<file path="config.mk">
export PLATFORM = sky130hd
export DESIGN_NAME = store_commit_unit
export DESIGN_NICKNAME = d
export VERILOG_FILES = /design/src/rtl/store_commit_unit.sv
export SDC_FILE = /design/constraint.sdc
export NUM_CORES = 1
export LEC_CHECK = 0
export CORE_AREA = 2 2 213 215
export DETAILED_ROUTE_END_ITERATION = 10
export DIE_AREA = 0 0 215 217
export PLACE_DENSITY_LB_ADDON = 0.3
export SYNTH_ARGS = -nofsm -noshare
export SYNTH_HDL_FRONTEND = slang
export SYNTH_SLANG_ARGS = --single-unit
</file>
<file path="constraint.sdc">
create_clock -name clk -period 6.5 [get_ports clk]
set_clock_uncertainty 0.2 [all_clocks]
set_input_delay 1.3 -clock clk [delete_from_list [all_inputs] [get_ports clk]]
set_output_delay 1.3 -clock clk [all_outputs]
set_load 0.02 [all_outputs]
</file>
<file path="src/rtl/store_commit_unit.sv">
`default_nettype none
// ============================================================================
// Module  : store_commit_unit
// Brief   : Drains committed stores from the SQ head into DCache/IO lanes.
// Rev     : 1.0
// ============================================================================
module store_commit_unit #(
    parameter int SQ_ENTRY_NUM = 16,
    parameter int WRITE_LANES  = 2,
    parameter int COMMIT_WIDTH = 2,
    parameter int MSHR_NUM     = 2,
    parameter int ADDR_WIDTH   = 32,
    parameter int DATA_WIDTH   = 64,
    localparam int CW = $clog2(COMMIT_WIDTH + 1),
    localparam int QW = $clog2(SQ_ENTRY_NUM),
    localparam int LW = $clog2(WRITE_LANES + 1),
    localparam int BW = DATA_WIDTH / 8,
    localparam int MW = (MSHR_NUM > 1) ? $clog2(MSHR_NUM) : 1
) (
    input  logic                                    clk,
    input  logic                                    rst,
    input  logic                                    commit_store,
    input  logic [CW-1:0]                           commit_store_num,
    input  logic                                    to_recovery,
    output logic                                    busy_in_recovery,
    input  logic [QW-1:0]                           sq_head_ptr,
    output logic [QW-1:0]                           retired_ptr,
    input  logic [WRITE_LANES-1:0]                  ret_cond_en,
    input  logic [WRITE_LANES-1:0]                  ret_is_io,
    input  logic [WRITE_LANES-1:0][ADDR_WIDTH-1:0]  ret_addr,
    input  logic [WRITE_LANES-1:0][DATA_WIDTH-1:0]  ret_data,
    input  logic [WRITE_LANES-1:0][BW-1:0]          ret_be,
    output logic [WRITE_LANES-1:0]                  dc_write_req,
    output logic [WRITE_LANES-1:0][ADDR_WIDTH-1:0]  dc_write_addr,
    output logic [WRITE_LANES-1:0][DATA_WIDTH-1:0]  dc_write_data,
    output logic [WRITE_LANES-1:0][BW-1:0]          dc_write_be,
    input  logic [WRITE_LANES-1:0]                  dc_write_ack,
    input  logic [WRITE_LANES-1:0]                  dc_write_hit,
    input  logic [WRITE_LANES-1:0]                  dc_mshr_alloc,
    input  logic [WRITE_LANES-1:0][MW-1:0]          dc_mshr_id,
    input  logic [MSHR_NUM-1:0]                     mshr_write_done,
    output logic                                    io_we,
    output logic [ADDR_WIDTH-1:0]                   io_addr,
    output logic [DATA_WIDTH-1:0]                   io_data,
    output logic                                    release_head,
    output logic [LW-1:0]                           release_num,
    output logic [LW-1:0]                           perf_store_miss
);

    localparam int UW = $clog2(SQ_ENTRY_NUM + 1);

    typedef enum logic [0:0] {
        ST_COMMIT  = 1'b0,
        ST_RECOVER = 1'b1
    } state_t;

    state_t                                 r_state;
    state_t                                 w_state_next;
    logic [UW-1:0]                          r_unfinished;

    logic [WRITE_LANES-1:0]                 r_tag_valid;
    logic [WRITE_LANES-1:0]                 r_tag_cond;
    logic [WRITE_LANES-1:0]                 r_tag_io;
    logic [WRITE_LANES-1:0]                 r_tag_done;
    logic [WRITE_LANES-1:0]                 r_tag_mshr_vld;
    logic [WRITE_LANES-1:0][MW-1:0]         r_tag_mshr_id;
    logic [WRITE_LANES-1:0][ADDR_WIDTH-1:0] r_tag_addr;
    logic [WRITE_LANES-1:0][DATA_WIDTH-1:0] r_tag_data;
    logic [WRITE_LANES-1:0][BW-1:0]         r_tag_be;

    logic [WRITE_LANES-1:0]                 r_data_valid;
    logic                                   r_data_io0;
    logic                                   r_data_cond0;
    logic [ADDR_WIDTH-1:0]                  r_data_addr0;
    logic [DATA_WIDTH-1:0]                  r_data_data0;

    logic [WRITE_LANES-1:0]                 w_lane_done;
    logic [WRITE_LANES-1:0]                 w_tag_req;
    logic [WRITE_LANES-1:0]                 w_mshr_fin;
    logic [WRITE_LANES-1:0]                 w_sq_req;
    logic [WRITE_LANES-1:0]                 w_issue;
    logic                                   w_stall;
    logic [LW-1:0]                          w_issue_num;
    logic [LW-1:0]                          w_tag_cnt;
    logic [LW-1:0]                          w_data_cnt;
    logic [LW-1:0]                          w_miss_cnt;
    logic [UW-1:0]                          w_commit_add;

    always_comb begin
        w_state_next = to_recovery ? ST_RECOVER : ST_COMMIT;
    end

    // A lane that already owns an MSHR ignores hit and waits for its line write.
    always_comb begin
        w_lane_done = '0;
        w_tag_req   = '0;
        w_mshr_fin  = '0;
        for (int i = 0; i < WRITE_LANES; i++) begin
            w_mshr_fin[i]  = r_tag_valid[i] && r_tag_mshr_vld[i] && !r_tag_done[i]
                             && mshr_write_done[r_tag_mshr_id[i]];
            w_lane_done[i] = !r_tag_valid[i] || r_tag_done[i] || !r_tag_cond[i] || r_tag_io[i]
                             || (!r_tag_mshr_vld[i] && dc_write_hit[i]) || w_mshr_fin[i];
            w_tag_req[i]   = !w_lane_done[i] && !r_tag_mshr_vld[i];
        end
        w_stall = !(&w_lane_done);
    end

    // Group is the longest candidate prefix in which every requesting lane was acked.
    always_comb begin
        logic v_open;
        logic v_acked;
        v_open   = !w_stall;
        v_acked  = 1'b1;
        w_sq_req = '0;
        w_issue  = '0;
        for (int i = 0; i < WRITE_LANES; i++) begin
            v_open      = v_open && (i < int'(r_unfinished)) && !((i != 0) && ret_is_io[i]);
            w_sq_req[i] = v_open && ret_cond_en[i] && !ret_is_io[i];
            v_acked     = v_acked && (!w_sq_req[i] || dc_write_ack[i]);
            w_issue[i]  = v_open && v_acked;
        end
    end

    always_comb begin
        w_issue_num = '0;
        w_tag_cnt   = '0;
        w_data_cnt  = '0;
        w_miss_cnt  = '0;
        for (int i = 0; i < WRITE_LANES; i++) begin
            w_issue_num = w_issue_num + LW'(w_issue[i]);
            w_tag_cnt   = w_tag_cnt   + LW'(r_tag_valid[i]);
            w_data_cnt  = w_data_cnt  + LW'(r_data_valid[i]);
            w_miss_cnt  = w_miss_cnt  + LW'(w_mshr_fin[i]);
        end
        w_commit_add = commit_store ? UW'(commit_store_num) : '0;
    end

    always_ff @(posedge clk) begin
        if (rst) begin
            r_state        <= ST_COMMIT;
            r_unfinished   <= '0;
            r_tag_valid    <= '0;
            r_tag_done     <= '0;
            r_tag_mshr_vld <= '0;
            r_data_valid   <= '0;
        end else begin
            r_state      <= w_state_next;
            r_unfinished <= r_unfinished + w_commit_add - UW'(w_issue_num);
            r_data_valid <= w_stall ? '0 : r_tag_valid;
            if (!w_stall) begin
                r_tag_valid    <= w_issue;
                r_tag_done     <= '0;
                r_tag_mshr_vld <= '0;
            end else begin
                r_tag_done <= r_tag_done | w_lane_done;
                for (int i = 0; i < WRITE_LANES; i++) begin
                    if (!w_lane_done[i] && !r_tag_mshr_vld[i] && dc_mshr_alloc[i]) begin
                        r_tag_mshr_vld[i] <= 1'b1;
                    end
                end
            end
        end
    end

    always_ff @(posedge clk) begin
        if (!w_stall) begin
            r_tag_cond   <= ret_cond_en;
            r_tag_io     <= ret_is_io;
            r_tag_addr   <= ret_addr;
            r_tag_data   <= ret_data;
            r_tag_be     <= ret_be;
            r_data_io0   <= r_tag_io[0];
            r_data_cond0 <= r_tag_cond[0];
            r_data_addr0 <= r_tag_addr[0];
            r_data_data0 <= r_tag_data[0];
        end else begin
            for (int i = 0; i < WRITE_LANES; i++) begin
                if (!w_lane_done[i] && !r_tag_mshr_vld[i] && dc_mshr_alloc[i]) begin
                    r_tag_mshr_id[i] <= dc_mshr_id[i];
                end
            end
        end
    end

    // While stalled the write ports carry the Tag-stage retries instead of new stores.
    always_comb begin
        dc_write_req  = rst ? '0 : (w_stall ? w_tag_req : w_sq_req);
        dc_write_addr = w_stall ? r_tag_addr : ret_addr;
        dc_write_data = w_stall ? r_tag_data : ret_data;
        dc_write_be   = w_stall ? r_tag_be   : ret_be;
    end

    assign busy_in_recovery = !rst && (r_state == ST_RECOVER);
    assign retired_ptr      = sq_head_ptr + QW'(w_tag_cnt) + QW'(w_data_cnt);
    assign io_we            = !rst && r_data_valid[0] && r_data_io0 && r_data_cond0;
    assign io_addr          = r_data_addr0;
    assign io_data          = r_data_data0;
    assign release_head     = !rst && (|r_data_valid);
    assign release_num      = rst ? '0 : w_data_cnt;
    assign perf_store_miss  = rst ? '0 : w_miss_cnt;

`ifndef SYNTHESIS
    always_ff @(posedge clk) begin
        if (!rst) begin
            assert (r_unfinished <= UW'(SQ_ENTRY_NUM))
                else $error("store_commit_unit: unfinished counter overflow");
            assert (!((r_state == ST_RECOVER) && commit_store && (commit_store_num != '0)))
                else $error("store_commit_unit: store commit during recovery");
        end
    end
`endif

endmodule
`default_nettype wire

</file>
==> results of run 1 <==
path summary, 6_finish.rpt:
kind                                                 start  cells after the start                    endpoint  slack [ps]
worst max-delay path                    mshr_write_done[1]                      7          dc_write_data[109]         770
worst min-delay path                r_tag_addr[25]$_DFF_P_                      0       io_addr[25]$_DFFE_PN_         220
worst max register to register  r_tag_mshr_id[0]$_DFFE_PP_                     14  r_unfinished[4]$_SDFF_PP0_        2180
worst min register to register      r_tag_addr[25]$_DFF_P_                      0       io_addr[25]$_DFFE_PN_         220
cells in the final DEF (no fill, tap or decap), types with 6 or more instances in the layout:
cell type,instances
nor2b_1,9
nand2b_1,6
nand2_1,6
dfxtp_1,222
nor2_1,10
clkdlybuf4s50_1,548
ha_1,13
edfxtp_1,104
clkbuf_16,37
mux2_2,54
inv_1,19
nor3_1,10
mux2_1,156
buf_4,9
clkbuf_1,8
clkbuf_8,6
report_power, final:
group	switching (mW)	internal (mW)
sequential	0.0774	2.36
clock	0.813	1.24
combinational	0.679	0.701
sequential cells by signal (all words and copies together) (netlist names):
name and flops:
io_addr 32, r_data_cond0 1, r_tag_io 2, r_data_valid 2, r_tag_mshr_vld 2, r_tag_done 2, r_tag_valid 2, r_data_io0 1
r_tag_be 16, r_tag_data 128, io_data 64, r_unfinished 5, r_tag_mshr_id 2, r_tag_addr 64, r_state 1, r_tag_cond 2
final cells by class:
| cell class | count | area [sq um] |
|---|---|---|
| inverters | 20 | 77.6 |
| repair buffers | 559 | 5590 |
| clock buffers | 51 | 1040 |
| flip-flops and latches | 326 | 7570 |
| fillers | 4293 | 26400 |
| multi-input cells | 302 | 3100 |
| well taps | 600 | 751 |
| clock inverters | 14 | 158 |
per-layer routing:
layer  GRT usage  vias to the layer above
met5           0                        -
met4      0.0437                        0
met3      0.0600                       42
met2       0.227                      365
met1       0.147                     3551
li1            -                     3559
critical path, stage by stage:
cell	delay, ps
clkdlybuf4s50_1	420
mux2_1	330
a2111o_1	530
nand2_8	290
buf_12	330
mux2_1	380
clkdlybuf4s50_1	590
metrics by stage:
step                      cells   util  cell area (sq um)
final                      1872  0.409              18300
after global routing       1872  0.409              18300
after CTS                  1872  0.409              18300
after detailed placement   1807  0.382              17100
after global placement     1807  0.382              17100
after floorplan             674      -              11000
logic make-up (layout without fill, tap and decap cells):
| family | count (synthesis) | in the layout | share of synthesized area |
|---|---|---|---|
| and+or+nand+nor | 52 | 52 | 0.0265 |
| xor gates and xnor gates | 5 | 5 | 0.00399 |
| adders and majority gates | 18 | 18 | 0.0239 |
| AOI/OAI and AO/OA | 16 | 16 | 0.0105 |
| muxes | 211 | 211 | 0.216 |
| DFF | 326 | 326 | 0.690 |
| buffers and inverters | 46 | 644 | 0.0290 |
==> impl_metrics.tcl, run 1 <==
set metrics [dict create \
    yosys-top-cells-count "dfxtp_1, mux2_1, edfxtp_1" \
    synth_edf_count 104 \
    syn_to_final_growth_pct 66.7 \
    synth_area_leaders "dfxtp_1, edfxtp_1, mux2_1" \
    synth.avg_cell_area_sq_um 16.3 \
    clock_sinks 326 \
    arrival_ps 4230 \
    place_congestion 0.821 \
    dr_wl_met3_mm 3.41 \
    dp_slack_ps 722 \
    maxCapViolCount 0 \
    post_cts_resized 0 \
    first_pass_iters 4 \
    synth_top_area_frac 0.405 \
    clk_latency_ps 520 \
    synthArstFlopShare 0 \
    drive_gt1_frac 0.0959 \
    start_util 0.245 \
    rows 78 \
    synth.most_common_cell "dfxtp_1" \
    maxUsedRoutingLayer "met4" \
    finalPower_mw 5.86 \
    fmax_mhz 175 \
    ant_nets 0 \
    synth_area_sq_um 11000 \
    fin_tns_setup_ps 0 \
    post_drt_wl_per_cell_um 17.2 \
    rsz0062_at_grt "false" \
    outcome "finished clean" \
    clockRootBuffer "clkbuf_16" \
    grt_pass1_vias 7897 \
    path_max_fanout 58 \
    cts_hold_buf 0 \
    synth-seq-cells 326 \
    antenna_found_initial 0 \
    dieArea_sq_um 46700 \
    wl_met2_mm 15.5 \
    yosys.area.top_type "dfxtp_1" \
    slew_headroom 0.381 \
    dieWidth_um 215 \
    whs_ps 223 \
    ir_worst_vdd_mv 0.216 \
    synth_nets 924 \
    maxSlewViolCount 0 \
    die_h_um 217 \
    finalNetCount 1496 \
    path_class "in2out" \
    fin_ws_ps 769 \
    p_per_area_nw_per_um2 321 \
    cp-end-kind "output port" \
    finalCritPeriodShare 0.882 \
    ys_warn_count 0 \
    setup_violations 0 \
    synthesis.instances 674 \
    clkTransAtPathRegs_ps 60 \
    grt_pass1_wl_mm 47.3 \
    start_kind "input port" \
    hp-class "reg2reg" \
    ys_types 34 \
    grtUsageTotal 0.133 \
    cts_tree "done" \
    drc_errors 0 \
    grt_overflow_total 0 \
    dr_total_vias 7517 \
    p_leak_nw 6.93 \
    htreeDepth 2 \
    grt_start_max_net_pins 69 \
    max_slew.worst_pin.slew_ps 928 \
    crit_required_ps 5000 \
    cts_setup_buffers 0 \
    antenna_cells 0 \
    wl_met1_mm 12.6 \
    numPortBuffers 548 \
    io_pins 549 \
    cts_buffer_depth 3 \
    timing.final.crit_period_ps 5730 \
    routed_wl_mm 32.2 \
    ys.flop_type "dfxtp_1" \
    hpwl_mm 24.5 \
    via_per_inst 4.02 \
    hold_viol 0 \
    drt_iter0_drc 275 \
    seq_area_frac_synth 0.690 \
    cts_buffers 37 \
    coreArea_sq_um 44700 \
]
Note: power is estimated with default switching activity, not from simulation.
==> run 2, diff against run 1 <==
- clock period: 6.5 -> 6.1 ns (I/O delays scaled with it)
==> run 2 against run 1 <==
Count of clock-buffer cells in the layout up 2. Worst hold slack better by 0.54 ps. Clock power up 5%. Global-route usage down 0.051 points. Critical path type unchanged. Critical endpoint is now dc_write_addr[19]. Largest cell class unchanged.
==> impl_metrics.tcl, run 2 (synthesized netlist as in run 1, its figures left out) <==
set metrics [dict create \
    outcome "finished clean" \
    clock_sinks 326 \
    setup_violations 0 \
    cts_hold_buf 0 \
    slew_headroom 0.317 \
    fmax_mhz 180 \
    hp-class "reg2reg" \
    first_pass_iters 4 \
    rsz0062_at_grt "false" \
    mostFrequentLayoutCell "clkdlybuf4s50_1" \
    die_h_um 217 \
    post_drt_wl_per_cell_um 17.2 \
    p_leak_nw 6.98 \
    start_kind "input port" \
    htreeDepth 2 \
    path_cells "clkdlybuf4s50_1 -> mux2_1 -> a2111o_1 -> nand2_8 -> buf_12 -> buf_12 -> mux2_2 -> clkdlybuf4s50_1" \
    cts_buffer_depth 3 \
    ir_worst_vdd_mv 0.229 \
    cts_tree "done" \
    drive_gt1_frac 0.0993 \
    finalNetCount 1501 \
    antenna_found_initial 1 \
    clkTransAtPathRegs_ps 50 \
    maxSlewViolCount 0 \
    p_per_area_nw_per_um2 339 \
    grt_pass1_vias 7935 \
    min_path_cells 0 \
    clockRootBuffer "clkbuf_16" \
    r2r_slack_ps 1820 \
    fillCellCount 4253 \
    dr_total_vias 7576 \
    r2r_end "r_unfinished[4]$_SDFF_PP0_" \
    syn_to_final_growth_pct 67.5 \
    rows 78 \
    dieWidth_um 215 \
    grt_pass1_wl_mm 47.1 \
    coreArea_sq_um 44700 \
    via_per_inst 4.03 \
    dieArea_sq_um 46700 \
    dp_slack_ps 485 \
    path_class "in2out" \
    clk_latency_ps 530 \
    place_congestion 0.812 \
    grt_overflow_total 0 \
    path_delay_family "buffers and inverters" \
    fin_ws_ps 534 \
    hpwl_mm 24.6 \
    cp-end-kind "output port" \
    min_to "io_addr[21]$_DFFE_PN_" \
    timing.final.crit_period_ps 5570 \
    largest-register "r_tag_data" \
    rr_startpoint "r_tag_mshr_id[0]$_DFFE_PP_" \
    post_cts_resized 0 \
    critPathBufInv 4 \
    slowest_delay_ps 570 \
    ant_nets 0 \
    cts_buffers 37 \
    max_slew.worst_pin.slew_ps 1020 \
    fin_tns_setup_ps 0 \
    drc_errors 0 \
    start_util 0.245 \
    layout_common_cells "clkdlybuf4s50_1, dfxtp_1, mux2_1" \
    arrival_ps 4150 \
    finalCritPeriodShare 0.912 \
    largest_register_ff_count 128 \
    cts_setup_buffers 0 \
    crit_required_ps 4680 \
    io_pins 549 \
    cp_slowest_cell "clkdlybuf4s50_1" \
    hold_viol 0 \
    numPortBuffers 548 \
    hp-start "r_tag_addr[21]$_DFF_P_" \
    grtUsageTotal 0.132 \
    path_max_fanout 27 \
    reg2regPathDepth 14 \
    drt_iter0_drc 271 \
    routed_wl_mm 32.3 \
    grt_start_max_net_pins 75 \
    maxCapViolCount 0 \
]
==> run 2: layout make-up <==
class	instances	area, sq um	share of cell area
flip-flops and latches	326	7570	0.412
repair buffers	564	5680	0.309
multi-input cells	302	3100	0.169
clock buffers	53	1100	0.0598
well taps	600	751	0.0409
clock inverters	14	95.1	0.00518
inverters	20	77.6	0.00422
diodes	1	2.50	0.000136
==> run 2: worst max-delay path by stage <==
stage,from,end,slack (ps),cells after the start
after floorplan,mshr_write_done[1],r_unfinished[4]$_SDFF_PP0_,360,15
after global placement,mshr_write_done[1],dc_write_data[2],520,7
after global routing,mshr_write_done[1],dc_write_data[89],390,8
after CTS,mshr_write_done[1],dc_write_data[2],490,7
final,mshr_write_done[1],dc_write_addr[19],530,8
after detailed placement,mshr_write_done[1],dc_write_data[2],480,7
==> run 2: per-layer routing <==
layer,share of wire,track usage
met2,0.48,0.226
met1,0.38,0.144
met3,0.11,0.0629
met5,0,0
met4,0.026,0.0444
==> run 2: where the power goes <==
part | internal (mW) | total (mW) | switching, mW
Combinational | 0.755 | 1.48 | 0.724
Clock | 1.29 | 2.16 | 0.864
Sequential | 2.51 | 2.60 | 0.0835
Total | 4.56 | 6.23 | 1.67
==> run 2: worst reg2reg max path, cell delays in order (launching register included) <==
cell and delay (ps):
edfxtp_1 370, mux2_1 360, a2111o_1 540, nand2_8 250
inv_4 50, and4b_1 210, fa_1 470, fa_1 520
inv_1 40, ha_1 200, fa_1 410, a21o_1 180
a21oi_1 180, xnor2_1 140, nor2_1 50
==> run 2: metrics by stage <==
| step | instance area, sq um | power, mW | utilization | hold WS (ps) | cells |
|---|---|---|---|---|---|
| floorplan | 11000 | 3.38 | - | 203 | 674 |
| global placement | 17200 | 4.12 | 0.384 | 205 | 1812 |
| detailed placement | 17200 | 4.14 | 0.384 | 211 | 1812 |
| CTS | 18400 | 6.35 | 0.411 | 224 | 1879 |
| global route | 18400 | 6.53 | 0.411 | 227 | 1880 |
| finish | 18400 | 6.23 | 0.411 | 224 | 1880 |
==> run 3, diff against run 2 <==
- SLEW_MARGIN: default -> 10
==> results of run 3 <==
The final DEF is identical to that of run 2; final timing and power are the same.
